### config.mk
export PLATFORM = sky130hd
export DESIGN_NAME = sync_debounce
export DESIGN_NICKNAME = d
export VERILOG_FILES = /design/src/rtl/sync_debounce.sv
export SDC_FILE = /design/constraint.sdc
export NUM_CORES = 1
export LEC_CHECK = 0
export BUFFER_PORTS_ARGS = -buffer_cell sky130_fd_sc_hd__buf_2
export CORE_UTILIZATION = 55
export CTS_BUF_LIST = sky130_fd_sc_hd__clkbuf_16
export DETAILED_ROUTE_END_ITERATION = 8
export PLACE_DENSITY = 0.8
export SYNTH_ARGS = -nofsm -noshare
export SYNTH_HDL_FRONTEND = slang
export SYNTH_SLANG_ARGS = --single-unit
### constraint.sdc
create_clock -name clk_i -period 3.2 [get_ports clk_i]
set_clock_uncertainty 0.1 [all_clocks]
set_input_delay 0.16 -clock clk_i [delete_from_list [all_inputs] [get_ports clk_i]]
set_output_delay 0.16 -clock clk_i [all_outputs]
set_load 0.005 [all_outputs]
### src/rtl/sync_debounce.sv
// sync_debounce: glitch filter and edge detector for an already-synchronized bit.
// The accepted level flips only after the input has differed from it for
// STABLE_CYCLES consecutive enabled cycles. Rise/fall pulses and a saturating
// rising-event counter are produced in the same cycle the level flips.
module sync_debounce #(
  parameter int   STABLE_CYCLES = 4,
  parameter logic RESET_VAL     = 1'b0,
  parameter int   CNT_W         = 8
) (
  input  logic             clk_i,
  input  logic             rst_i,
  input  logic             en_i,
  input  logic             serial_i,
  input  logic             cnt_clr_i,
  output logic             level_o,
  output logic             rise_o,
  output logic             fall_o,
  output logic [CNT_W-1:0] evt_cnt_o
);

  localparam int SW = $clog2(STABLE_CYCLES + 1);
  // Last count value of a pending run; reaching it with a still-differing
  // input accepts the new level on this edge.
  localparam logic [SW-1:0]    STAB_LAST = SW'(STABLE_CYCLES - 1);
  localparam logic [CNT_W-1:0] CNT_MAX   = '1;

  // stab_q == 0 is the STABLE state, any non-zero value is PENDING.
  logic [SW-1:0]    stab_q, stab_d;
  logic             level_q, level_d;
  logic             rise_q, rise_d;
  logic             fall_q, fall_d;
  logic [CNT_W-1:0] cnt_q, cnt_d, cnt_base;
  logic             accept;

  // State register: filter state plus registered pulses and counter.
  always_ff @(posedge clk_i or posedge rst_i) begin
    if (rst_i) begin
      stab_q  <= '0;
      level_q <= RESET_VAL;
      rise_q  <= 1'b0;
      fall_q  <= 1'b0;
      cnt_q   <= '0;
    end else begin
      stab_q  <= stab_d;
      level_q <= level_d;
      rise_q  <= rise_d;
      fall_q  <= fall_d;
      cnt_q   <= cnt_d;
    end
  end

  // Next-state: advance or abandon the pending run, accept on the last count.
  always_comb begin
    stab_d  = stab_q;
    level_d = level_q;
    accept  = 1'b0;
    if (!en_i) begin
      stab_d = '0;
    end else if (serial_i == level_q) begin
      // Input fell back to the accepted level: a rejected glitch, no pulse.
      stab_d = '0;
    end else if (stab_q == STAB_LAST) begin
      stab_d  = '0;
      level_d = serial_i;
      accept  = 1'b1;
    end else begin
      stab_d = stab_q + 1'b1;
    end
    rise_d   = accept & serial_i;
    fall_d   = accept & ~serial_i;
    // Clear takes effect before a same-cycle increment, so the result is 1.
    cnt_base = cnt_clr_i ? '0 : cnt_q;
    cnt_d    = (rise_d && (cnt_base != CNT_MAX)) ? cnt_base + 1'b1 : cnt_base;
  end

  // Outputs: straight from registers.
  always_comb begin
    level_o   = level_q;
    rise_o    = rise_q;
    fall_o    = fall_q;
    evt_cnt_o = cnt_q;
  end

endmodule

## After elaboration in Yosys (flattened, before gate mapping)

Cells that the tools add are included.

- Memories kept: 0
- Output and inout bits: 11
- Bits of input ports: 5
- Flip-flop bits (word level): 14
- Latch bits: 0
- Memory bits (read-only): 0
- Word-level logic and storage cells: 24
- Memory bits (writable): 0

- Equal/unequal tests: 3
- Divide/modulo/power cells: 0
- Bitwise operators: 4
- Shifts and indexed selects: 0
- Reductions and logical operators: 2
- Add/subtract/negate cells: 2
- Order comparisons: 0
- Muxes and demuxes: 8
- Multipliers: 0

Operators with widths:

| cell | number |
|---|---|
| 8-bit 2-to-1 mux | 2 |
| 3-bit 2-to-1 mux | 3 |
| 8-bit by 1-bit adder with 8-bit output (second input constant) | 1 |
| 8-bit != test (second input constant) | 1 |
| 3-bit by 1-bit adder with 3-bit output (second input constant) | 1 |
| 3-bit by 2-bit equality test with 1-bit output (second input constant) | 1 |
| 1-bit 2-to-1 mux | 3 |
| 3-bit AND reduction | 1 |
| 1-bit AND | 2 |
| 1-bit inverter | 2 |
| 1-bit equality test | 1 |
| 1-bit logical AND | 1 |

## Depth between registers and ports, before layout

Gate-level depths: netlist of the first run.

- Depth after elaboration: 7
- Depth in mapped cells: 7
- Mapped depth without buffers: 6

## Worst setup path before layout of the first run

Ideal clock, no wire load.

- Path type: flip-flop to flip-flop
- From: register cnt_q[0], in the netlist evt_cnt_o[0]
- To: register cnt_q[3], in the netlist evt_cnt_o[3]
- Setup time: 0.128 ns
- Data arrival time: 1.653 ns
- Stages on the path, launching flop included: 7
- Path slack: 1.319 ns
- Clock period less this slack: 1.881 ns
- Cells stage by stage: dfrtp_1 nor2b_1 ha_1 nand3_2 nor4_4 nor3_1 mux2_1

- Word-level cells in the longest chain between the ends: 4

Ends and longest elaborated chain:

| element | line | text |
|---|---|---|
| start: declaration | 32 | `logic [CNT_W-1:0] cnt_q, cnt_d, cnt_base;` |
| start signal: assignment | 48 | `cnt_q <= cnt_d;` |
| 8-bit 2-to-1 mux (*) | 72 | `cnt_base = cnt_clr_i ? '0 : cnt_q;` |
| branches (longest 2 deep; another with 8-bit by 1-bit adder with 8-bit output) | -- |  |
| 8-bit 2-to-1 mux (*) | 73 | `cnt_d = (rise_d && (cnt_base != CNT_MAX)) ? cnt_base + 1'b1 : cnt_base;` |
| net cnt_d[3] | 32 |  |

Mark *: on every way through the listed nets, which the timed path passes.
A chain may end at the register's enable or synchronous reset.

## Worst setup path in the final report of the first run

Same ends and word-level chain as after synthesis.

==> results of run 1 <==
==> worst max-delay path: stages (launching register included) <==
cell and delay (ns):
dfrtp_1 0.38, nor2b_1 0.24, ha_1 0.23, nand3_2 0.14
nor4_4 0.42, nor3_1 0.10, mux2_1 0.31
==> power groups by stage <==
stage          logic, uW  clock network (uW)  registers, uW
4_1_cts             32.7                 229            189
3_5_place_dp        31.4                   0            192
5_1_grt             38.0                 240            190
6_report            32.7                 225            189
3_3_place_gp        30.2                   0            192
2_1_floorplan       21.8                   0            191
==> cell families (layout without fill, tap and decap cells) <==
logic type / Yosys count / in the layout / synth area share
and+or+nand+nor: 33 / 33 / 0.321
DFF: 14 / 14 / 0.459
buffers and inverters: 6 / 23 / 0.0492
AOI/OAI and AO/OA: 4 / 4 / 0.0344
xor gates and xnor gates: 4 / 4 / 0.0459
muxes: 4 / 4 / 0.0574
adders and majority gates: 2 / 2 / 0.0328
==> layout make-up <==
cell class,instances,share of cell area
multi-input combinational,47,0.408
sequential,14,0.381
timing repair buffer,16,0.0925
clock buffer,3,0.0816
tap,15,0.0204
inverter,4,0.0163
==> state kept, by name, summed over array words and instances, names as in the netlist <==
register   flops
fall_o         1
stab_q         3
rise_o         1
evt_cnt_o      8
level_o        1
==> synth_stat cells (3+ instances only) <==
cell and count:
dfrtp_1 14, nand2b_1 4, nor2_1 5, nand2_1 3, nor2b_1 3, inv_1 4
==> cells in the final DEF (no fill, tap or decap), types with 2 or more instances in the layout <==
cell	count
inv_1	4
nor2_1	5
ha_1	2
nor3b_1	2
nand3b_4	2
mux2_1	2
nor2b_1	3
clkbuf_16	3
dfrtp_1	14
nand3_1	2
buf_2	15
xor2_1	2
xnor2_1	2
nand2_1	3
nand2b_1	4
==> layer usage <==
layer,up-vias,routed length [um],GRT usage
li1,264,-,-
met1,254,612,0.262
met2,17,646,0.367
met3,5,59,0.0682
met4,0,32,0.129
met5,-,0,0
==> through the flow <==
step / util / hold WS [ns]
floorplan: - / -0.0508
global placement: 0.641 / 0.120
detailed placement: 0.641 / 0.120
CTS: 0.707 / 0.0283
global route: 0.707 / 0.0298
finish: 0.707 / 0.0310
==> worst min-delay path by stage <==
stage | slack [ns] | end | start | depth (start not counted)
floorplan | -0.05 | evt_cnt_o[0] | rst_i | 1
global placement | 0.12 | evt_cnt_o[2] | rst_i | 2
detailed placement | 0.12 | stab_q[1] | rst_i | 2
CTS | 0.03 | fall_o | serial_i | 2
global route | 0.03 | fall_o | serial_i | 2
finish | 0.03 | fall_o | serial_i | 2
==> results.sh, run 1 <==
export IMPL_avgSynthCellArea_sq_um=11.4
export IMPL_seq_area_frac_synth=0.459
export IMPL_hold_path_class="in -> reg"
export IMPL_wire_per_inst_um=13.6
export IMPL_cts_tree="done"
export IMPL_synthTopCellsByArea="dfrtp_1, nand3b_4, ha_1"
export IMPL_drive_gt1_frac=0.298
export IMPL_ioPinCount=16
export IMPL_antenna_found_initial=0
export IMPL_r2r_slack_ns=1.15
export IMPL_relSlewSlack=0.656
export IMPL_overflow=0
export IMPL_totalWireLength_um=1350
export IMPL_syn_area_sq_um=763
export IMPL_n_fill_cell=103
export IMPL_placed_cells=95
export IMPL_post_cts_buffers=0
export IMPL_power_frac_seq=0.424
export IMPL_drt_iter0_drc=11
export IMPL_port_buffers=15
export IMPL_postLayoutSetupSlackWorst_ns=1.15
export IMPL_fin_nets=93
export IMPL_globalRouteTotalUtil=0.227
export IMPL_area_growth_pct=20.5
export IMPL_synth_top_area_share=0.459
export IMPL_final_antenna_net_count=0
export IMPL_place_ws_ns=1.12
export IMPL_syn_nets=74
export IMPL_synth_cell_types=32
export IMPL_worstSetupStartpointType="register"
export IMPL_grt_max_degree=15
export IMPL_clockBufferDepth=2
export IMPL_ys_ff_latch=14
export IMPL_multi_input_area_sq_um=375
export IMPL_gp_congestion=0.761
export IMPL_clock_sinks=14
export IMPL_combPwrFrac=0.073
export IMPL_tns_ns=0
export IMPL_synth_ff_type="dfrtp_1"
export IMPL_finalCriticalPeriod_ns=2.05
export IMPL_die_w_um=39.3
export IMPL_clock_latency_ns=0.24
export IMPL_synth_edf_count=0
export IMPL_cts_resized=0
export IMPL_clkPwrFrac=0.503
export IMPL_start_util=0.587
export IMPL_worstSetupPathType="reg -> reg"
export IMPL_power_uw=447
export IMPL_grt_pass1_vias=502
export IMPL_viasPerCell=5.45
export IMPL_yosysTopAreaCell="dfrtp_1"
export IMPL_cts_hold_buf=1
export IMPL_crit_end="evt_cnt_o[3]"
export IMPL_run_status="finished clean"
export IMPL_dpl_hpwl_um=1040
export IMPL_power_leakage_uw=0.000524
export IMPL_placed_area_sq_um=835
export IMPL_die_area_sq_mm=0.00154
export IMPL_pwr_density_cell_mw_per_mm2=486
export IMPL_final_cell_area_sq_um=920
export IMPL_num_vias=540
export IMPL_ys_warn_count=0
export IMPL_die_h_um=39.3
export IMPL_root_buffer="clkbuf_16"
export IMPL_cts_buffers=3
export IMPL_hold_viol_final=0
export IMPL_synthArstFlopShare=1.00
export IMPL_drc=0
export IMPL_maxCapViolCount=0
export IMPL_seqCellArea_sq_um=350
export IMPL_r2r_start="evt_cnt_o[0]"
export IMPL_end_kind="register"
export IMPL_cts_htree_levels=1
export IMPL_crit_start="evt_cnt_o[0]"
export IMPL_switching_share=0.188
export IMPL_ff2ff_path_depth=6
export IMPL_grt_first_pass_wirelength_um=2240
export IMPL_internal_power_uw=363
export IMPL_synthCells=67
export IMPL_fmax_mhz=487
export IMPL_reg2reg_to="evt_cnt_o[3]"
export IMPL_switchingPower_uw=84.0
export IMPL_worstPathArrival_ns=2.07
export IMPL_finalCritPeriodShare=0.642
export IMPL_final_setup_viol_count=0
export IMPL_crit_fanout=5
export IMPL_path_clk_slew_ns=0.04
export IMPL_slew_violations=0
export IMPL_diodes=0
export IMPL_rsz0062_at_grt="false"
export IMPL_cp_data_required_time_ns=3.22
export IMPL_core_sq_mm=0.00130
export IMPL_row_count=13
export IMPL_instances_no_fill=99
export IMPL_tightest_slew_ns=0.516
export IMPL_dr_pass1_iters=4
export IMPL_ir_drop_mv=0.375
(Power assumes the default switching activity.)
==> run 2, diff against run 1 <==
CORE_UTILIZATION = 51   (was 55)
PLACE_DENSITY = 0.75   (was 0.8)
clock period = 2.1 ns   (was 3.2 ns; I/O delays follow)
==> results.sh, run 2 (same netlist as run 1, synthesis figures left out) <==
export IMPL_run_status="finished clean"
export IMPL_row_count=13
export IMPL_wire_per_inst_um=13.1
export IMPL_drive_gt1_frac=0.302
export IMPL_path_clk_slew_ns=0.04
export IMPL_port_buffers=15
export IMPL_num_vias=524
export IMPL_r2r_slack_ns=0.16
export IMPL_clock_latency_ns=0.24
export IMPL_core_sq_mm=0.00135
export IMPL_dpl_hpwl_um=943
export IMPL_diodes=0
export IMPL_worstPathArrival_ns=1.96
export IMPL_final_cell_mix="buf_2, dfrtp_1, nor2_1, inv_1, nand2b_1"
export IMPL_pwr_density_cell_mw_per_mm2=729
export IMPL_end_kind="register"
export IMPL_r2r_start="evt_cnt_o[0]"
export IMPL_drc=0
export IMPL_cts_buffers=3
export IMPL_maxCapViolCount=0
export IMPL_rsz0062_at_grt="false"
export IMPL_die_h_um=40.7
export IMPL_slew_violations=0
export IMPL_start_util=0.565
export IMPL_holdPathStages=2
export IMPL_reg2reg_to="evt_cnt_o[3]"
export IMPL_grt_first_pass_wirelength_um=2210
export IMPL_worstSetupPathType="reg -> reg"
export IMPL_cts_resized=0
export IMPL_finalCritPeriodShare=0.923
export IMPL_clock_sinks=14
export IMPL_placed_area_sq_um=842
export IMPL_final_cell_area_sq_um=937
export IMPL_cts_htree_levels=1
export IMPL_hold_path_class="in -> reg"
export IMPL_fmax_mhz=516
export IMPL_finalCoreUtilization=0.694
export IMPL_ff2ff_path_depth=6
export IMPL_antenna_found_initial=0
export IMPL_drt_iter0_drc=13
export IMPL_ir_drop_mv=0.496
export IMPL_final_setup_viol_count=0
export IMPL_totalWireLength_um=1330
export IMPL_clockBufferDepth=2
export IMPL_final_antenna_net_count=0
export IMPL_root_buffer="clkbuf_16"
export IMPL_gp_congestion=0.774
export IMPL_crit_end="evt_cnt_o[3]"
export IMPL_relSlewSlack=0.642
export IMPL_worstSetupStartpointType="register"
export IMPL_overflow=0
export IMPL_layout_commonest_cell="buf_2"
export IMPL_cp_data_required_time_ns=2.12
export IMPL_fin_nets=95
export IMPL_dr_pass1_iters=4
export IMPL_hold_viol_final=0
export IMPL_power_leakage_uw=0.000534
export IMPL_largest_reg_flops=8
export IMPL_grt_max_degree=15
export IMPL_tightest_slew_ns=0.537
export IMPL_area_growth_pct=22.8
export IMPL_cts_tree="done"
export IMPL_post_cts_buffers=0
export IMPL_cts_hold_buf=2
export IMPL_crit_start="evt_cnt_o[0]"
export IMPL_die_area_sq_mm=0.00166
export IMPL_viasPerCell=5.19
export IMPL_ioPinCount=16
export IMPL_tns_ns=0
export IMPL_globalRouteTotalUtil=0.210
export IMPL_grt_pass1_vias=506
export IMPL_crit_fanout=4
export IMPL_finalCriticalPeriod_ns=1.94
export IMPL_die_w_um=40.7
==> run 2: stage by stage <==
| step | hold slack [ns] | setup WS, ns | std cells | total power, uW |
|---|---|---|---|---|
| global route | 0.0677 | 0.0186 | 101 | 712 |
| finish | 0.0575 | 0.161 | 101 | 683 |
| global placement | 0.0657 | 0.188 | 96 | 338 |
| detailed placement | 0.0732 | 0.147 | 96 | 340 |
| floorplan | -0.106 | 0.219 | 67 | 325 |
| CTS | 0.0549 | 0.136 | 101 | 696 |
==> run 2: final cells by class <==
type / instances / area, sq um
fill: 112 / 413
timing repair buffer: 18 / 103
inverter: 4 / 15.0
clock buffer: 3 / 75.1
multi-input combinational: 47 / 375
tap: 15 / 18.8
sequential: 14 / 350
==> run 2: worst min-delay path by stage <==
stage,startpoint,to
5_1_grt,cnt_clr_i,evt_cnt_o[4]
2_1_floorplan,rst_i,evt_cnt_o[0]
3_3_place_gp,rst_i,stab_q[0]
6_report,cnt_clr_i,evt_cnt_o[4]
3_5_place_dp,rst_i,evt_cnt_o[1]
4_1_cts,cnt_clr_i,evt_cnt_o[4]
==> run 2: power breakdown <==
part	switching (uW)	leakage, uW	internal (uW)
sequential	7.82	0.000194	281
combinational	26.1	0.000303	24.7
clock	95.7	0.0000370	248
total	130	0.000534	553
==> run 2: layer usage <==
| metal | wire (um) | vias up | share of wire | track usage |
|---|---|---|---|---|
| met4 | 19 | 0 | 0.014 | 0.125 |
| li1 | - | 268 | - | - |
| met3 | 53 | 2 | 0.040 | 0.0489 |
| met1 | 647 | 241 | 0.49 | 0.258 |
| met2 | 606 | 13 | 0.46 | 0.329 |
| met5 | 0 | - | 0 | 0 |
==> run 2: critical path: stages, from the launching register on <==
cell and delay, ns:
dfrtp_1 0.37, nor2b_1 0.22, ha_1 0.21, nand3_2 0.13, nor4_4 0.37, nor3_1 0.10, mux2_1 0.31
